## config.mk

```make
export PLATFORM = sky130hd
export DESIGN_NAME = game_controller
export DESIGN_NICKNAME = d
export VERILOG_FILES = /design/src/rtl/game_controller.sv
export SDC_FILE = /design/constraint.sdc
export NUM_CORES = 1
export LEC_CHECK = 0
export BUFFER_PORTS_ARGS = -buffer_cell sky130_fd_sc_hd__buf_2
export CAP_MARGIN = 10
export CORE_ASPECT_RATIO = 0.5
export CORE_MARGIN = 4
export CORE_UTILIZATION = 45
export DETAILED_ROUTE_END_ITERATION = 8
export HOLD_SLACK_MARGIN = 0.1
export PLACE_DENSITY = 0.77
export RECOVER_POWER = 50
export SLEW_MARGIN = 40
export SYNTH_ARGS = -nofsm -noshare
export SYNTH_HDL_FRONTEND = slang
export SYNTH_SLANG_ARGS = --single-unit
```

## constraint.sdc

```tcl
create_clock -name clk -period 1.93 [get_ports clk]
set_clock_uncertainty 0.05 [all_clocks]
set_input_delay 0 -clock clk [delete_from_list [all_inputs] [get_ports clk]]
set_output_delay 0 -clock clk [all_outputs]
set_load 0.03 [all_outputs]
```

## src/rtl/game_controller.sv

```systemverilog
// Tic-tac-toe sequencing controller: checks that each move is legal, issues a one-cycle tile select,
// scores the board for a win or draw after every move, and clears the board for a new game.
module game_controller #(
  parameter int         NUM_TILES = 9,
  parameter logic [1:0] EMPTY     = 2'b00,
  parameter logic [1:0] X_MARK    = 2'b01,
  parameter logic [1:0] O_MARK    = 2'b10
) (
  input  logic                   clk,
  input  logic                   reset_n,
  input  logic                   place,
  input  logic                   new_game,
  input  logic [3:0]             cursor,
  input  logic [2*NUM_TILES-1:0] board,
  output logic [NUM_TILES-1:0]   sel,
  output logic                   turn,
  output logic                   tiles_clear,
  output logic                   game_over,
  output logic [1:0]             winner,
  output logic [7:0]             win_line,
  output logic [3:0]             move_count,
  output logic                   illegal_move
);

  typedef enum logic [2:0] {CLEAR, WAIT_MOVE, PLACE, CHECK, GAME_OVER} state_t;

  state_t     state;
  logic [1:0] mark;
  logic [7:0] line_hits;
  logic       cursor_free;

  // Lines are scored only for the side that just moved; the tile it marked is visible in CHECK.
  always_comb begin
    mark      = turn ? O_MARK : X_MARK;
    line_hits = '0;
    for (int r = 0; r < 3; r++) begin
      line_hits[r]   = (board[6*r +: 2] == mark) && (board[6*r+2 +: 2] == mark) &&
                       (board[6*r+4 +: 2] == mark);
      line_hits[3+r] = (board[2*r +: 2] == mark) && (board[2*(r+3) +: 2] == mark) &&
                       (board[2*(r+6) +: 2] == mark);
    end
    line_hits[6] = (board[1:0] == mark) && (board[9:8] == mark) && (board[17:16] == mark);
    line_hits[7] = (board[5:4] == mark) && (board[9:8] == mark) && (board[13:12] == mark);
  end

  // An off-board cursor matches no tile, so it can never be a free one.
  always_comb begin
    cursor_free = 1'b0;
    for (int i = 0; i < NUM_TILES; i++) begin
      if (cursor == 4'(i) && board[2*i +: 2] == EMPTY) cursor_free = 1'b1;
    end
  end

  always_ff @(posedge clk or negedge reset_n) begin
    if (!reset_n) begin
      state        <= CLEAR;
      sel          <= '0;
      turn         <= 1'b0;
      tiles_clear  <= 1'b1;
      game_over    <= 1'b0;
      winner       <= 2'b00;
      win_line     <= '0;
      move_count   <= '0;
      illegal_move <= 1'b0;
    end else begin
      sel          <= '0;
      illegal_move <= 1'b0;
      tiles_clear  <= 1'b0;
      if (new_game) begin
        state       <= CLEAR;
        tiles_clear <= 1'b1;
        turn        <= 1'b0;
        game_over   <= 1'b0;
        winner      <= 2'b00;
        win_line    <= '0;
        move_count  <= '0;
      end else begin
        case (state)
          CLEAR: state <= WAIT_MOVE;
          WAIT_MOVE: begin
            if (place) begin
              if (cursor_free) begin
                sel   <= NUM_TILES'(1) << cursor;
                state <= PLACE;
              end else begin
                illegal_move <= 1'b1;
              end
            end
          end
          PLACE: begin
            move_count <= move_count + 4'd1;
            state      <= CHECK;
          end
          CHECK: begin
            if (|line_hits) begin
              winner    <= mark;
              win_line  <= line_hits;
              game_over <= 1'b1;
              state     <= GAME_OVER;
            end else if (move_count == 4'(NUM_TILES)) begin
              winner    <= 2'b11;
              game_over <= 1'b1;
              state     <= GAME_OVER;
            end else begin
              turn  <= ~turn;
              state <= WAIT_MOVE;
            end
          end
          GAME_OVER: state <= GAME_OVER;
          default:   state <= CLEAR;
        endcase
      end
    end
  end

endmodule

```

* Yosys cells after proc, flatten, opt, wreduce, memory -nomap -nowiden
Index checks and enable logic that the tools add are counted.
** Operators by class
- $add $sub $neg :: 1
- Multipliers :: 0
- Divide/modulo/power cells :: 0
- Order comparisons :: 0
- Equal/unequal tests :: 26
- Shift-type cells :: 1
- Multiplexer cells :: 42
- Bitwise logic cells :: 1
- Reductions and logical operators :: 45
** Operator list (count)
- 2-to-1 mux 9 bit :: 4
- logical AND 1 bit :: 25
- 2-to-1 mux 8 bit :: 3
- 2-to-1 mux 1 bit :: 22
- == test 2 bit :: 9
- zero test 2 bit :: 9
- == test 4 x 3 -> 1 bit, second input constant :: 4
- 2-to-1 mux 3 bit :: 5
- one-hot mux 3 bit (5 select lines) :: 1
- 2-to-1 mux 2 bit :: 5
- << shifter 1 x 4 -> 9 bit, first input constant :: 1
- == test 4 x 2 -> 1 bit, second input constant :: 2
- == test 4 bit, second input constant :: 2
- 2-to-1 mux 4 bit :: 2
- OR reduction 8 bit :: 1
- == test 3 x 2 -> 1 bit, second input constant :: 2
- != test 3 bit, second input constant :: 2
- AND reduction 2 bit :: 3
- nonzero test 2 bit :: 3
- adder 4 x 1 -> 4 bit, second input constant :: 1
- == test 4 x 1 -> 1 bit, second input constant :: 1
- zero test 4 bit :: 1
- != test 2 bit, second input constant :: 2
- == test 3 x 1 -> 1 bit, second input constant :: 1
- 5 further kinds :: 5
** Storage, ports and cells
- Flip-flop bits (word level) :: 30
- Bits in latches :: 0
- Bits in writable memories :: 0
- ROM bits :: 0
- Input bits :: 26
- Output and inout port bits :: 27
- Memories :: 0

* Depth between registers and ports, before layout
- Depth in word-level cells :: 15
- Gate-level depth with buffers :: 8

* Worst setup path after synthesis
No wires, ideal clock.
- Kind :: reg-to-reg
- Start point :: reg turn
- End point :: reg turn
- Setup time :: 125 ps
- Arrival time :: 1877 ps
- Data required time :: 1755 ps
- Path slack :: -122 ps
- Cell stages (with the launch flop) :: 8
- Path buffers :: 1
- Path through :: dfrtp_1 buf_6 and3b_1 a22oi_1 a21o_1 nand4_1 nor3_1 mux2_2
** Between the ends
- Word-level cells in the longest chain between the ends :: 7
** RTL lines
- start, declared :: line 16 : output logic turn,
- start signal, assigned :: line 105 : turn <= ~turn;
- 2-to-1 mux 2 bit :: line 34 : mark = turn ? O_MARK : X_MARK;
- == test 2 bit (tied with other cells) :: line 37, 39, 42
- logical AND 1 bit, on equally long branches (2 in series)
- OR reduction 8 bit :: line 95 : if (|line_hits) begin
- != test 2 bit (no line)
- AND reduction 3 bit (no line)
Several ways; a longest one is shown, not always the timed one. The select of a mux whose other input is x is not followed.
A chain may end at the register's enable or synchronous reset.

* Final worst setup path
Same ends and word-level chain as after synthesis.

==> results_dict.tcl <==
set metrics [dict create \
    outcome "complete, but fails checks" \
    violations "negative setup slack" \
    netlist_area_sq_um 1640 \
    fillCellCount 272 \
    critPathBufInv 2 \
    grt_setup_unrepaired "yes" \
    clk_latency_ps 280 \
    antenna_cells 0 \
    crit_path_end_kind "register" \
    path_class "reg -> reg" \
    worstSetupEndpoint "turn$_DFFE_PN0P_" \
    timing.critical_path.from "turn$_DFFE_PN0P_" \
    final_common_cell "buf_2" \
    port_buffers 52 \
    timing.max_slew.rel_slack 0.560 \
    path_cells "buf_4 -> inv_2 -> mux2i_2 -> a21o_1 -> nand4_1 -> nor3_1 -> mux2_2" \
    path_max_fanout 10 \
    yosysWarnings 0 \
    layout_common_cells "buf_2, nor2_1, dfrtp_1" \
    yosysSeqAreaShare 0.458 \
    clock-sinks 30 \
    seq_area_sq_um 753 \
    cap_violations 0 \
    synth_seq_cells 30 \
    nets 278 \
    synth.distinct_cells 40 \
    gp_congestion 0.869 \
    htree_levels 2 \
    slew_violations 0 \
    antenna_found_initial 0 \
    hpwlAfterDp_um 3060 \
    cts_tree "done" \
    dpl-instance-area_sq_um 2080 \
    die_h_um 50.7 \
    dr.pass1.iters 4 \
    setup_viol 12 \
    crit_family "multiplexers" \
    grt.overflow.total 0 \
    synth_area_per_cell_sq_um 9.59 \
    grt_first_pass_wirelength_um 6890 \
    tightest_slew_ps 660 \
    chipWidth_um 93.4 \
    core_sq_um 3470 \
    pre_cts_ws_ps -113 \
    r2r_start "turn$_DFFE_PN0P_" \
    syn_inst 171 \
    synth_edf_count 0 \
    drtAntennaViolNets 0 \
    final_cells 302 \
    cts_buffers 5 \
    drive_gt1_frac 0.394 \
    hold_viol 0 \
    drt_iter0_drc 73 \
    hold_path.class "in -> reg" \
    power_leakage_nw 1.12 \
    ir_drop_v 0.000310 \
    fin_area_sq_um 2310 \
    ys_async_sr_fraction 1.00 \
    route.detailed.drc 0 \
    root_buffer "clkbuf_8" \
    syn2layout_area_growth_pct 40.8 \
    die_area_sq_um 4730 \
    vias 1547 \
    drt-total-wl_um 4260 \
    total_power_mw 1.35 \
    grt_max_degree 31 \
    cp_slowest_cell "dfrtp_2" \
    critical_path_arrival_ps 2180 \
    fmaxAchievable_ghz 0.485 \
    synth_nets 199 \
    fin_crit_ps 2060 \
    drt-wirelength-per-cell_um 14.1 \
    grt_util_all_layers 0.188 \
    post-route-period-util 1.07 \
    io_pins 53 \
    setup_ws_ps -133 \
    multi_input_area_sq_um 881 \
    dp_cells 284 \
    synth_flop_cell "dfrtp_1" \
    timing.hold.ws_ps 203 \
    crit_path_start_kind "register" \
    clk_pin_slew_ps 60 \
    crit_path_max_incr_delay_ps 490 \
    worst_ep_required_time_ps 2050 \
    initial_core_util 0.472 \
    viasPerCell 5.12 \
    crit_cells 7 \
    worst-r2r-cell-count 7 \
    r2r_setup_slack_ps -130 \
    p_per_area_nw_per_um2 585 \
    cts_buffer_depth 2 \
    rr_endpoint "turn$_DFFE_PN0P_" \
    row_count 15 \
    grt_pass1_vias 1512 \
]
## Yosys cell counts, drive strengths merged (2+ instances only)
cell / n / area, sq um
nor2: 39 / 146
dfrtp: 29 / 726
mux2i: 9 / 90.1
nor2b: 9 / 56.3
a22oi: 8 / 60.1
inv: 8 / 30.0
nand2: 6 / 22.5
nor3b: 6 / 50.1
a21oi: 5 / 25.0
nor3: 5 / 25.0
a21o: 4 / 30.0
and3b: 4 / 35.0
buf: 4 / 38.8
a211oi: 3 / 22.5
nand2b: 3 / 18.8
a221oi: 2 / 17.5
clkbuf: 2 / 7.51
ha: 2 / 25.0
nand3b: 2 / 15.0
nand4: 2 / 12.5
xor2: 2 / 17.5
## how the worst min path moves through the flow
stage / startpoint / endpoint / cells after the start
2_1_floorplan: reset_n / game_over$_DFFE_PN0P_ / 0
3_3_place_gp: reset_n / win_line[4]$_DFFE_PN0P_ / 1
3_5_place_dp: reset_n / win_line[3]$_DFFE_PN0P_ / 1
4_1_cts: board[16] / illegal_move$_DFF_PN0_ / 5
5_1_grt: board[16] / illegal_move$_DFF_PN0_ / 5
6_report: board[16] / illegal_move$_DFF_PN0_ / 5
## routing by layer
layer | global-route usage | share of wire
met1 | 0.241 | 0.46
met2 | 0.296 | 0.47
met3 | 0.0539 | 0.056
met4 | 0.0852 | 0.016
met5 | 0 | 0
## repair_timing
item | 4_1_cts | 5_1_grt
endpoints found under the hold margin | 53 | 0
resized for setup | 4 | 8
setup endpoints to repair | 12 | 14
buffers inserted | 1 | 1
pin swaps | 0 | 3
gates cloned | 0 | 0
hold buffers | 8 | 0
## stage by stage
step	setup TNS, ps	util
global placement	-82.9	0.598
floorplan	-207	-
detailed placement	-325	0.598
global route	-1780	0.665
CTS	-414	0.654
finish	-632	0.665
## state kept, by name, indices dropped and copies added, names as in the netlist
name and cells:
game_over 1, illegal_move 1, move_count 4, sel 9
state 3, tiles_clear 1, turn 1, win_line 8
winner 2
## layout make-up
type,instances,share of cell area
multi-input cells,127,0.381
clock buffers,7,0.0374
flip-flops and latches,30,0.326
well taps,51,0.0276
repair buffers,78,0.212
inverters,8,0.0130
clock inverters,1,0.00217
## worst min-delay path, cell delays in order
cell,delay (ps)
buf_2,100
nor2_1,50
nand3_1,100
o211ai_2,130
nor2_1,120
## kinds of logic after synthesis
family,after synthesis,synth area share
multiplexers,10,0.0618
flip-flops,30,0.458
AND/OR/NAND/NOR,81,0.252
XOR/XNOR,3,0.0160
adder cells (fa/ha/maj),2,0.0153
AO/OA/AOI/OAI,31,0.150
buffers and inverters,14,0.0465
## power breakdown
group,switching [mW],internal [mW]
clock,0.240,0.287
combinational,0.104,0.0802
sequential,0.00525,0.635
total,0.349,1.00
(Power assumes the default switching activity.)
